`src/rtl/io_bus_pkg.sv`:
```
// Shared types and constants for the IO-space bridge: FSM states, speed and
// width codes, wait counts per speed class and data steering helpers.
package io_bus_pkg;

  typedef enum logic [1:0] {
    IDLE = 2'd0,
    WAIT = 2'd1,
    DONE = 2'd2,
    ERR  = 2'd3
  } state_e;

  localparam logic [1:0] SPD_SLOW = 2'd0;
  localparam logic [1:0] SPD_MED  = 2'd1;
  localparam logic [1:0] SPD_FAST = 2'd2;
  localparam logic [1:0] SPD_SYNC = 2'd3;

  localparam logic [1:0] W8_HI = 2'd0;
  localparam logic [1:0] W16   = 2'd1;
  localparam logic [1:0] W32   = 2'd2;
  localparam logic [1:0] W8_LO = 2'd3;

  localparam logic [2:0] WAIT_SLOW = 3'd4;
  localparam logic [2:0] WAIT_MED  = 3'd3;
  localparam logic [2:0] WAIT_FAST = 3'd2;
  localparam logic [2:0] WAIT_SYNC = 3'd2;

  function automatic logic [2:0] wait_count(input logic [1:0] spd);
    logic [2:0] n;
    case (spd)
      SPD_SLOW: n = WAIT_SLOW;
      SPD_MED:  n = WAIT_MED;
      SPD_FAST: n = WAIT_FAST;
      default:  n = WAIT_SYNC;
    endcase
    return n;
  endfunction

  // Byte-wide slaves always see their byte on the low lane.
  function automatic logic [15:0] steer_wr(input logic [1:0] w, input logic [31:0] d);
    logic [15:0] r;
    case (w)
      W8_HI:   r = {8'h00, d[23:16]};
      W8_LO:   r = {8'h00, d[7:0]};
      default: r = d[15:0];
    endcase
    return r;
  endfunction

  function automatic logic [31:0] steer_rd(input logic [1:0] w, input logic [31:0] d);
    logic [31:0] r;
    case (w)
      W8_HI:   r = {24'h000000, d[23:16]};
      W16:     r = {16'h0000, d[15:0]};
      W32:     r = d;
      default: r = {24'h000000, d[7:0]};
    endcase
    return r;
  endfunction

endpackage

```
`src/rtl/io_wait_timer.sv`:
```
// Speed-class wait timer: loads a pulse count on access start and counts it
// down on the clock enable that belongs to the latched speed class.
module io_wait_timer
  import io_bus_pkg::*;
(
  input  logic       clk_i,
  input  logic       srst_i,
  input  logic       load_i,
  input  logic       run_i,
  input  logic [1:0] speed_i,
  input  logic       clk2m_en_i,
  input  logic       clk8m_en_i,
  output logic       expire_o
);

  logic [2:0] cnt_q, cnt_d;
  logic       sync_q, sync_d;
  logic       tick;

  assign tick = run_i & (sync_q ? clk8m_en_i : clk2m_en_i);

  // A pulse coinciding with the load is dropped because load wins.
  always_comb begin
    cnt_d  = cnt_q;
    sync_d = sync_q;
    if (load_i) begin
      cnt_d  = wait_count(speed_i);
      sync_d = (speed_i == SPD_SYNC);
    end else if (tick && (cnt_q != 3'd0)) begin
      cnt_d = cnt_q - 3'd1;
    end
  end

  always_ff @(posedge clk_i) begin
    if (srst_i) begin
      cnt_q  <= 3'd0;
      sync_q <= 1'b0;
    end else begin
      cnt_q  <= cnt_d;
      sync_q <= sync_d;
    end
  end

  // Expire in the cycle of the last pulse so completion follows it directly.
  assign expire_o = (cnt_q == 3'd0) | ((cnt_q == 3'd1) & tick);

endmodule

```
`src/rtl/io_bus_bridge.sv`:
```
// Registered Wishbone-to-IO bridge: priority decode of slave hits, speed-class
// wait states, width steering, slave ready extension, timeout and abort.
module io_bus_bridge
  import io_bus_pkg::*;
#(
  parameter int          NSLAVE      = 4,
  parameter int          TIMEOUT     = 255,
  parameter logic [31:0] DEFAULT_DAT = 32'hFFFF_FFFF
) (
  input  logic                   clkcpu,
  input  logic                   rst_i,
  input  logic                   clk2m_en,
  input  logic                   clk8m_en,
  input  logic                   wb_cyc,
  input  logic                   wb_stb,
  input  logic                   wb_we,
  input  logic [23:0]            wb_adr,
  input  logic [31:0]            wb_dat_i,
  output logic [31:0]            wb_dat_o,
  output logic                   wb_ack,
  output logic                   wb_err,
  input  logic [NSLAVE-1:0]      sl_hit,
  input  logic [2*NSLAVE-1:0]    sl_width,
  output logic [NSLAVE-1:0]      s_cyc,
  output logic [NSLAVE-1:0]      s_stb,
  output logic                   s_we,
  output logic [13:0]            s_adr,
  output logic [15:0]            s_dat_o,
  input  logic [32*NSLAVE-1:0]   s_dat_i,
  input  logic [NSLAVE-1:0]      s_rdy
);

  localparam int         CH_W    = (NSLAVE > 1) ? $clog2(NSLAVE) : 1;
  localparam logic [7:0] TO_LAST = 8'(TIMEOUT - 1);

  state_e            state_q;
  logic [CH_W-1:0]   ch_q;
  logic [1:0]        width_q;
  logic [7:0]        to_cnt_q;
  logic [NSLAVE-1:0] sel_q;
  logic              ack_q, err_q, we_q;
  logic [13:0]       adr_q;
  logic [15:0]       wdat_q;
  logic [31:0]       rdat_q;

  logic              hit_any;
  logic [CH_W-1:0]   hit_idx;
  logic [NSLAVE-1:0] hit_oh;
  logic [1:0]        hit_width;
  logic [31:0]       rd_sel;
  logic              rdy_sel;
  logic              start, load, run, expire;
  logic              unused_bits;

  // Lowest index wins, so scan downwards and let later matches overwrite.
  always_comb begin
    hit_any = 1'b0;
    hit_idx = '0;
    for (int i = NSLAVE - 1; i >= 0; i--) begin
      if (sl_hit[i]) begin
        hit_any = 1'b1;
        hit_idx = CH_W'(i);
      end
    end
  end

  generate
    for (genvar gi = 0; gi < NSLAVE; gi++) begin : g_onehot
      assign hit_oh[gi] = hit_any && (hit_idx == CH_W'(gi));
    end
  endgenerate

  assign hit_width = sl_width[2*hit_idx +: 2];
  assign rd_sel    = s_dat_i[32*ch_q +: 32];
  assign rdy_sel   = s_rdy[ch_q];

  assign start = (state_q == IDLE) && wb_cyc && wb_stb;
  assign load  = start && hit_any;
  assign run   = (state_q == WAIT);

  io_wait_timer u_timer (
    .clk_i      (clkcpu),
    .srst_i     (rst_i),
    .load_i     (load),
    .run_i      (run),
    .speed_i    (wb_adr[20:19]),
    .clk2m_en_i (clk2m_en),
    .clk8m_en_i (clk8m_en),
    .expire_o   (expire)
  );

  always_ff @(posedge clkcpu) begin
    if (rst_i) begin
      state_q  <= IDLE;
      ch_q     <= '0;
      width_q  <= 2'd0;
      to_cnt_q <= 8'd0;
      sel_q    <= '0;
      ack_q    <= 1'b0;
      err_q    <= 1'b0;
      we_q     <= 1'b0;
      adr_q    <= 14'd0;
      wdat_q   <= 16'd0;
      rdat_q   <= DEFAULT_DAT;
    end else begin
      ack_q <= 1'b0;
      err_q <= 1'b0;
      case (state_q)
        IDLE: begin
          if (start) begin
            we_q     <= wb_we;
            adr_q    <= wb_adr[15:2];
            wdat_q   <= steer_wr(hit_width, wb_dat_i);
            ch_q     <= hit_idx;
            width_q  <= hit_width;
            to_cnt_q <= 8'd0;
            if (hit_any) begin
              sel_q   <= hit_oh;
              state_q <= WAIT;
            end else begin
              ack_q   <= 1'b1;
              state_q <= DONE;
              if (!wb_we) rdat_q <= DEFAULT_DAT;
            end
          end
        end
        WAIT: begin
          // Abort beats completion and timeout; completion beats timeout.
          if (!wb_cyc) begin
            sel_q   <= '0;
            state_q <= IDLE;
          end else if (expire && rdy_sel) begin
            sel_q   <= '0;
            ack_q   <= 1'b1;
            state_q <= DONE;
            if (!we_q) rdat_q <= steer_rd(width_q, rd_sel);
          end else if (to_cnt_q == TO_LAST) begin
            sel_q   <= '0;
            err_q   <= 1'b1;
            state_q <= ERR;
            if (!we_q) rdat_q <= DEFAULT_DAT;
          end else begin
            to_cnt_q <= to_cnt_q + 8'd1;
          end
        end
        DONE:    state_q <= IDLE;
        ERR:     state_q <= IDLE;
        default: state_q <= IDLE;
      endcase
    end
  end

  assign wb_dat_o = rdat_q;
  assign wb_ack   = ack_q;
  assign wb_err   = err_q;
  assign s_cyc    = sel_q;
  assign s_stb    = sel_q;
  assign s_we     = we_q;
  assign s_adr    = adr_q;
  assign s_dat_o  = wdat_q;

  assign unused_bits = ^{wb_adr[23:21], wb_adr[18:16], wb_adr[1:0], wb_dat_i[31:24]};

endmodule

```
`config.mk`:
```
export PLATFORM = sky130hd
export DESIGN_NAME = io_bus_bridge
export DESIGN_NICKNAME = d
export VERILOG_FILES = /design/src/rtl/io_bus_pkg.sv /design/src/rtl/io_wait_timer.sv /design/src/rtl/io_bus_bridge.sv
export SDC_FILE = /design/constraint.sdc
export NUM_CORES = 1
export LEC_CHECK = 0
export ABC_CLOCK_PERIOD_IN_PS = 3150
export BUFFER_PORTS_ARGS = -buffer_cell sky130_fd_sc_hd__buf_2
export CAP_MARGIN = 20
export CORE_MARGIN = 5
export CORE_UTILIZATION = 48
export DETAILED_ROUTE_END_ITERATION = 10
export GPL_ROUTABILITY_DRIVEN = 1
export MAX_ROUTING_LAYER = met4
export PLACE_DENSITY = 0.86
export SETUP_SLACK_MARGIN = 0.4
export SLEW_MARGIN = 20
export SYNTH_ARGS = -nofsm -noshare
export SYNTH_HDL_FRONTEND = slang
export SYNTH_SLANG_ARGS = --single-unit
```
`constraint.sdc`:
```
create_clock -name clkcpu -period 3.15 [get_ports clkcpu]
set_input_delay 0 -clock clkcpu [delete_from_list [all_inputs] [get_ports clkcpu]]
set_output_delay 0 -clock clkcpu [all_outputs]
set_load 0.02 [all_outputs]
```
Word-level counts from Yosys, hierarchy flattened --
Index checks and enable logic that the tools add are counted.
Word-level totals: input port bits 207, word-level logic and storage cells 120, register bits 87
Operators by class: reduce and logical (&&, ||, !) cells 25, $lt $le $gt $ge 1, shift-type cells 2, $add $sub $neg 2, mux-type cells 48, eq/ne operators 24, bitwise logic cells 5
Operator list (number):
- 32-bit two-way mux | 8
- 128-bit by 8-bit indexed part select with 32-bit output | 1
- 32-bit case mux with 3 select lines | 1
- 32-bit case mux with 2 select lines | 1
- 8-bit two-way mux | 4
- 16-bit case mux with 2 select lines | 1
- 4-bit two-way mux | 5
- 2-bit two-way mux | 9
- 8-bit case mux with 2 select lines | 1
- 2-bit equality test, second input constant | 7
- 2-bit != test, second input constant | 7
- 1-bit two-way mux | 11
- 2-bit logical NOT | 5
- 1-bit logical AND | 9
- 3-bit != test, second input constant | 3
- 8-bit by 1-bit adder with 8-bit output, second input constant | 1
- 2-bit by 1-bit equality test with 1-bit output, second input constant | 4
- 8-bit equality test, second input constant | 1
- 4-bit case mux with 2 select lines | 1
- 8-bit AND reduction | 1
- 8-bit by 4-bit indexed part select with 2-bit output | 1
- 3-bit two-way mux | 2
- 2-bit case mux with 3 select lines | 1
- 3-bit case mux with 2 select lines | 1
- 17 further kinds | 21

Logic depth before layout (Yosys ltp) --
depth in word-level cells 9, gate-level depth with buffers 11, gate-level depth less buffers 9

By module --
From an unflattened synthesis, not the netlist that was laid out.
Unflattened totals: cells, all modules 523, area total of the unflattened synthesis 5109.9 um2
Modules (own cells, without submodules):
- io_bus_bridge | instances 1, cells an instance 488, area each 4820.9 um2, sequential area each 1661.6 um2
- io_wait_timer | instances 1, cells an instance 35, area each 289.0 um2, sequential area each 80.1 um2

Worst setup path after synthesis --
Ideal clock, no wire load.
path type input to register, start input sl_hit[0], end register wdat_q[0] (netlist: s_dat_o[0]), path slack 1113 ps, data required time 3018 ps, library setup time 132 ps, stages on the path 11, data arrival time 1905 ps, cells stage by stage clkbuf_1 > nand3b_1 > a21oi_1 > a31oi_1 > o21a_1 > ha_1 > clkbuf_1 > or2_2 > clkbuf_1 > a221oi_1 > nor3_1
Between the ends: word-level cells in the longest chain between the ends 4, elaborated cells between the ends (all ways) 5, those cells by class 1 x eq/ne; 1 x shift; 2 x mux; 1 x reduce/logical
RTL lines:
- start, declared | line io_bus_bridge.sv:22 | input logic [NSLAVE-1:0] sl_hit,
- 2-bit two-way mux (*) | line io_bus_bridge.sv:60 | if (sl_hit[i]) begin
- 8-bit by 4-bit indexed part select with 2-bit output (*) | line io_bus_bridge.sv:73 | assign hit_width = sl_width[2*hit_idx +: 2];
- 2-bit equality test or 2-bit logical NOT (tied branches) | line io_bus_pkg.sv:41 | case (w)
- 16-bit case mux with 2 select lines (*) | line io_bus_pkg.sv:41
- end signal, assigned | line io_bus_bridge.sv:113 | wdat_q <= steer_wr(hit_width, wb_dat_i);
- end, declared | line io_bus_bridge.sv:43 | logic [15:0] wdat_q;
Every way passes the cells marked *; elsewhere a longest branch is shown, timed or not. A chain may end at the register's enable or synchronous reset.

Worst setup path in the final report --
start register ch_q[0], end register rdat_q[12] (netlist: wb_dat_o[12])
Between the ends: word-level cells in the longest chain between the ends 6, elaborated cells between the ends (all ways) 12, those cells by class 2 x eq/ne; 1 x shift; 7 x mux; 2 x reduce/logical
RTL lines:
- start, declared | line io_bus_bridge.sv:37 | logic [CH_W-1:0] ch_q;
- start signal, assigned | line io_bus_bridge.sv:114 | ch_q <= hit_idx;
- 128-bit by 8-bit indexed part select with 32-bit output or 1-bit binary-select mux with 2-bit select (tied branches) | line io_bus_bridge.sv:74, io_bus_bridge.sv:75
- 32-bit case mux with 3 select lines or 1-bit two-way mux (tied branches) | line io_bus_pkg.sv:51, io_bus_bridge.sv:75
- 32-bit two-way mux or 1-bit logical AND (tied branches) | line io_bus_bridge.sv:136, io_bus_bridge.sv:132
- 32-bit two-way mux | line io_bus_bridge.sv:132 | end else if (expire && rdy_sel) begin
- 32-bit two-way mux | line io_bus_bridge.sv:129 | if (!wb_cyc) begin
- 32-bit case mux with 2 select lines | line io_bus_bridge.sv:108 | case (state_q)
- end signal, assigned | line io_bus_bridge.sv:136 | if (!we_q) rdat_q <= steer_rd(width_q, rd_sel);
- end, declared | line io_bus_bridge.sv:44 | logic [31:0] rdat_q;
Parallel ways exist; a longest one is shown, timed or not. The select of a mux whose other input is x is not followed.

==> flow_summary_export.csv <==
group,metric,value,unit
outcome,status,"completed",
cells_and_area,layout-drive-gt1-share,0.4607,
yosys,syn_nets,727,
global_route,grt-ovfl-total,0,
die,coreArea,10230,sq um
drt,firstDrtPassIters,6,
yosys,synth_top_flop_cell,"dfxtp_1",
drt,routed.top_layer,"met4",
power,internal_power,0.001890,W
global_route,grtUsageTotal,0.2765,
cells_and_area,final_nets,1010,
yosys,yosys_warnings,0,
drt,drt-met1-wl,6435,microns
timing,rsz0062_at_grt,"false",
clocking,cts_buffer_depth,2,
timing,finalHoldViolCount,0,
drt,drcViolationCount,0,
critical_path,critical_path.top_delay_family,"flip-flops",
drt,routedWlPerCell,18.37,microns
power,power_density,380.3,nW/um^2
power,vdd_drop_max,212.3,uV
critical_path,required,3.37,ns
place,finalWeightedCongestion,0.9859,
die,die-height,111.8,microns
timing,fmax,415.9,MHz
die,num_io_pins,280,
flow_run,drv_cap,0,
timing,fin_skew,0.01711,ns
timing,timing.final.crit_share,0.7633,
clocking,clock_sinks,87,
die,start_util,0.4860,
drt,vias,5297,
die,rows,37,
yosys,syn_avg_cell_area,9.693,sq um
drt,wl_met3,1442,microns
clocking,cts_tree,"built",
clocking,clk_latency,0.36,ns
global_route,grt_pass1_vias,5503,
critical_path,reg2reg_slack,0.75,ns
yosys,synth-seq-area-share,0.3503,
power,seq_power_share,0.438,
die,die_w,111.8,microns
clocking,numCtsBuffers,9,
timing,setup_violations,0,
drt,drtIter0Drc,366,
cells_and_area,syn_to_final_growth,40.89,%
yosys,async_flop_share,0,
yosys,ys_ff_latch,87,
global_route,grt_max_degree,77,
clocking,cts.clk_slew.worst_paths,0.09,ns
critical_path,crit_type,"register to register",
yosys,ys_types,52,
timing,slew-limit-headroom,0.4367,
critical_path,start_kind,"register",
yosys,synthCells,513,
critical_path,endpoint_kind,"register",
place,portBuffers,263,
die,dieArea,12490,sq um
place,place_hpwl,12580,microns
timing,post-route-min-period,2.404,ns
global_route,grt_pass1_wl,27430,microns
yosys,netlist_area,4972,sq um
power,clock_power_share,0.335,
power,comb_power_share,0.227,
timing,drv_slew,0,
yosys,synth-edff-count,0,
power,p_leak,2.865,nW
critical_path,worst-path-buf-inv,1,
critical_path,max_stage_delay,0.63,ns
clocking,cts_root_buf,"clkbuf_8",
drt,wl,17230,microns
place,place_ws,0.7182,ns
timing,tns,0,ns
worst_hold_path,hold_class,"input port to register",
global_route,antenna_found_initial,1,
drt,met2WireLength,8883,microns
timing,finalWorstSetupSlack,0.7456,ns
critical_path,critPathMaxFanout,32,
clocking,cts_htree_levels,3,
critical_path,cp_cell_sequence,"mux2i_1, o22ai_1, and2_1, o311ai_4, buf_4, a22oi_2",
drt,ant_nets,0,
drt,vias_per_cell,5.647,
critical_path,cpMaxStageDelayCell,"dfxtp_2",
critical_path,cp.arrival,2.63,ns
timing,worstMarginPinSlew,0.8450,ns
power,switching_share,0.2904,
power,power_switching,0.0007736,W
logic make-up after synthesis:
group                    share of synthesized area
AND/OR/NAND/NOR                             0.1812
AO/OA/AOI/OAI                               0.1819
flip-flops                                  0.3503
buffers and inverters                      0.05636
multiplexers                                0.2073
adder cells (fa/ha/maj)                    0.01761
XOR/XNOR                                  0.005285
layout by cell type, fill, tap and decap left out, types with 4 or more instances in the layout:
cell,n
a221oi_1,8
or3_1,5
ha_1,7
clkbuf_8,9
buf_4,9
nand3b_1,4
nand4_1,4
buf_2,263
inv_1,11
o21ai_0,8
nand2_1,83
nor3_1,10
mux4_2,40
a31oi_1,4
nand3_1,14
dfxtp_1,85
a22oi_2,30
dlygate4sd3_1,46
nor2_1,51
a21oi_1,38
nand2b_1,4
nor2b_1,5
mux2i_1,13
power by group through the flow:
| stage | sequential [W] | combinational (W) | clock (W) |
|---|---|---|---|
| floorplan | 0.00122 | 0.000301 | 0 |
| global placement | 0.00119 | 0.000531 | 0 |
| detailed placement | 0.00119 | 0.000549 | 0 |
| CTS | 0.00117 | 0.000598 | 0.000915 |
| global route | 0.00117 | 0.000654 | 0.000964 |
| finish | 0.00117 | 0.000604 | 0.000893 |
state kept, by name, indices dropped and copies added (netlist names):
name	cells
wb_dat_o	32
s_dat_o	16
u_timer.sync_q	1
wb_ack	1
u_timer.cnt_q	3
state_q	2
s_adr	14
wb_err	1
to_cnt_q	8
width_q	2
ch_q	2
s_cyc	4
s_we	1
repair_timing:
action                                  CTS  global route
resized for setup                         0             0
hold buffers                             46             0
endpoints found under the setup margin    0             0
setup buffers                             0             0
endpoints found under the hold margin    39             0
cell type report:
class,count,area [sq um]
inverter,12,45.04
multi-input combinational,368,2974
timing repair buffer,318,1844
fill,796,3226
tap,136,170.2
antenna,1,2.502
clock buffer,9,123.9
sequential,87,1744
clock inverter,7,101.3
Yosys cell counts, types with 4 or more instances:
| cell | count | area [sq um] |
|---|---|---|
| a22oi_2 | 30 | 375.4 |
| a221oi_1 | 8 | 70.07 |
| nor3_1 | 10 | 50.05 |
| mux2i_1 | 13 | 130.1 |
| mux4_2 | 40 | 900.9 |
| inv_1 | 11 | 41.29 |
| buf_1 | 4 | 15.01 |
| nand3b_1 | 4 | 30.03 |
| ha_1 | 7 | 87.58 |
| clkbuf_1 | 22 | 82.58 |
| dfxtp_1 | 87 | 1742 |
| nand2_1 | 83 | 311.6 |
| a21oi_1 | 38 | 190.2 |
| buf_6 | 4 | 45.04 |
| nand3_1 | 14 | 70.07 |
| buf_2 | 11 | 55.05 |
| o21ai_0 | 8 | 40.04 |
| or3_1 | 5 | 31.28 |
| nand4_1 | 4 | 25.02 |
| buf_4 | 5 | 37.54 |
| nor2_1 | 51 | 191.4 |
| a31oi_1 | 4 | 25.02 |
| nand2b_1 | 4 | 25.02 |
| nor2b_1 | 5 | 31.28 |
worst register-to-register path: stages (launching register included):
cell	delay (ns)
dfxtp_2	0.63
mux2i_1	0.27
o22ai_1	0.16
and2_1	0.29
o311ai_4	0.28
buf_4	0.46
a22oi_2	0.18
through the flow:
step,utilization,power [W],instances,instance area [sq um],hold slack (ns)
floorplan,-,0.001521,513,4972,0.1304
global placement,0.6175,0.001719,875,6317,0.2416
detailed placement,0.6175,0.001741,875,6317,0.2441
CTS,0.6845,0.002680,937,7003,0.008308
global route,0.6847,0.002790,938,7005,0.03224
finish,0.6847,0.002664,938,7005,0.02565
path summary, 6_finish.rpt:
kind              cells past startpoint           end  startpoint
setup / recovery                      6  wb_dat_o[12]     ch_q[0]
hold / removal                        3    state_q[0]      wb_cyc
setup reg to reg                      6  wb_dat_o[12]     ch_q[0]
hold reg to reg                       2      s_adr[6]    s_adr[6]
metal layers:
layer | global-route usage | vias to the layer above
met4 | 0.08435 | 0
met2 | 0.4876 | 280
met3 | 0.06685 | 45
met5 | - | -
li1 | - | 2452
met1 | 0.3089 | 2520
No activity file was read; power rests on OpenSTA's default activity.
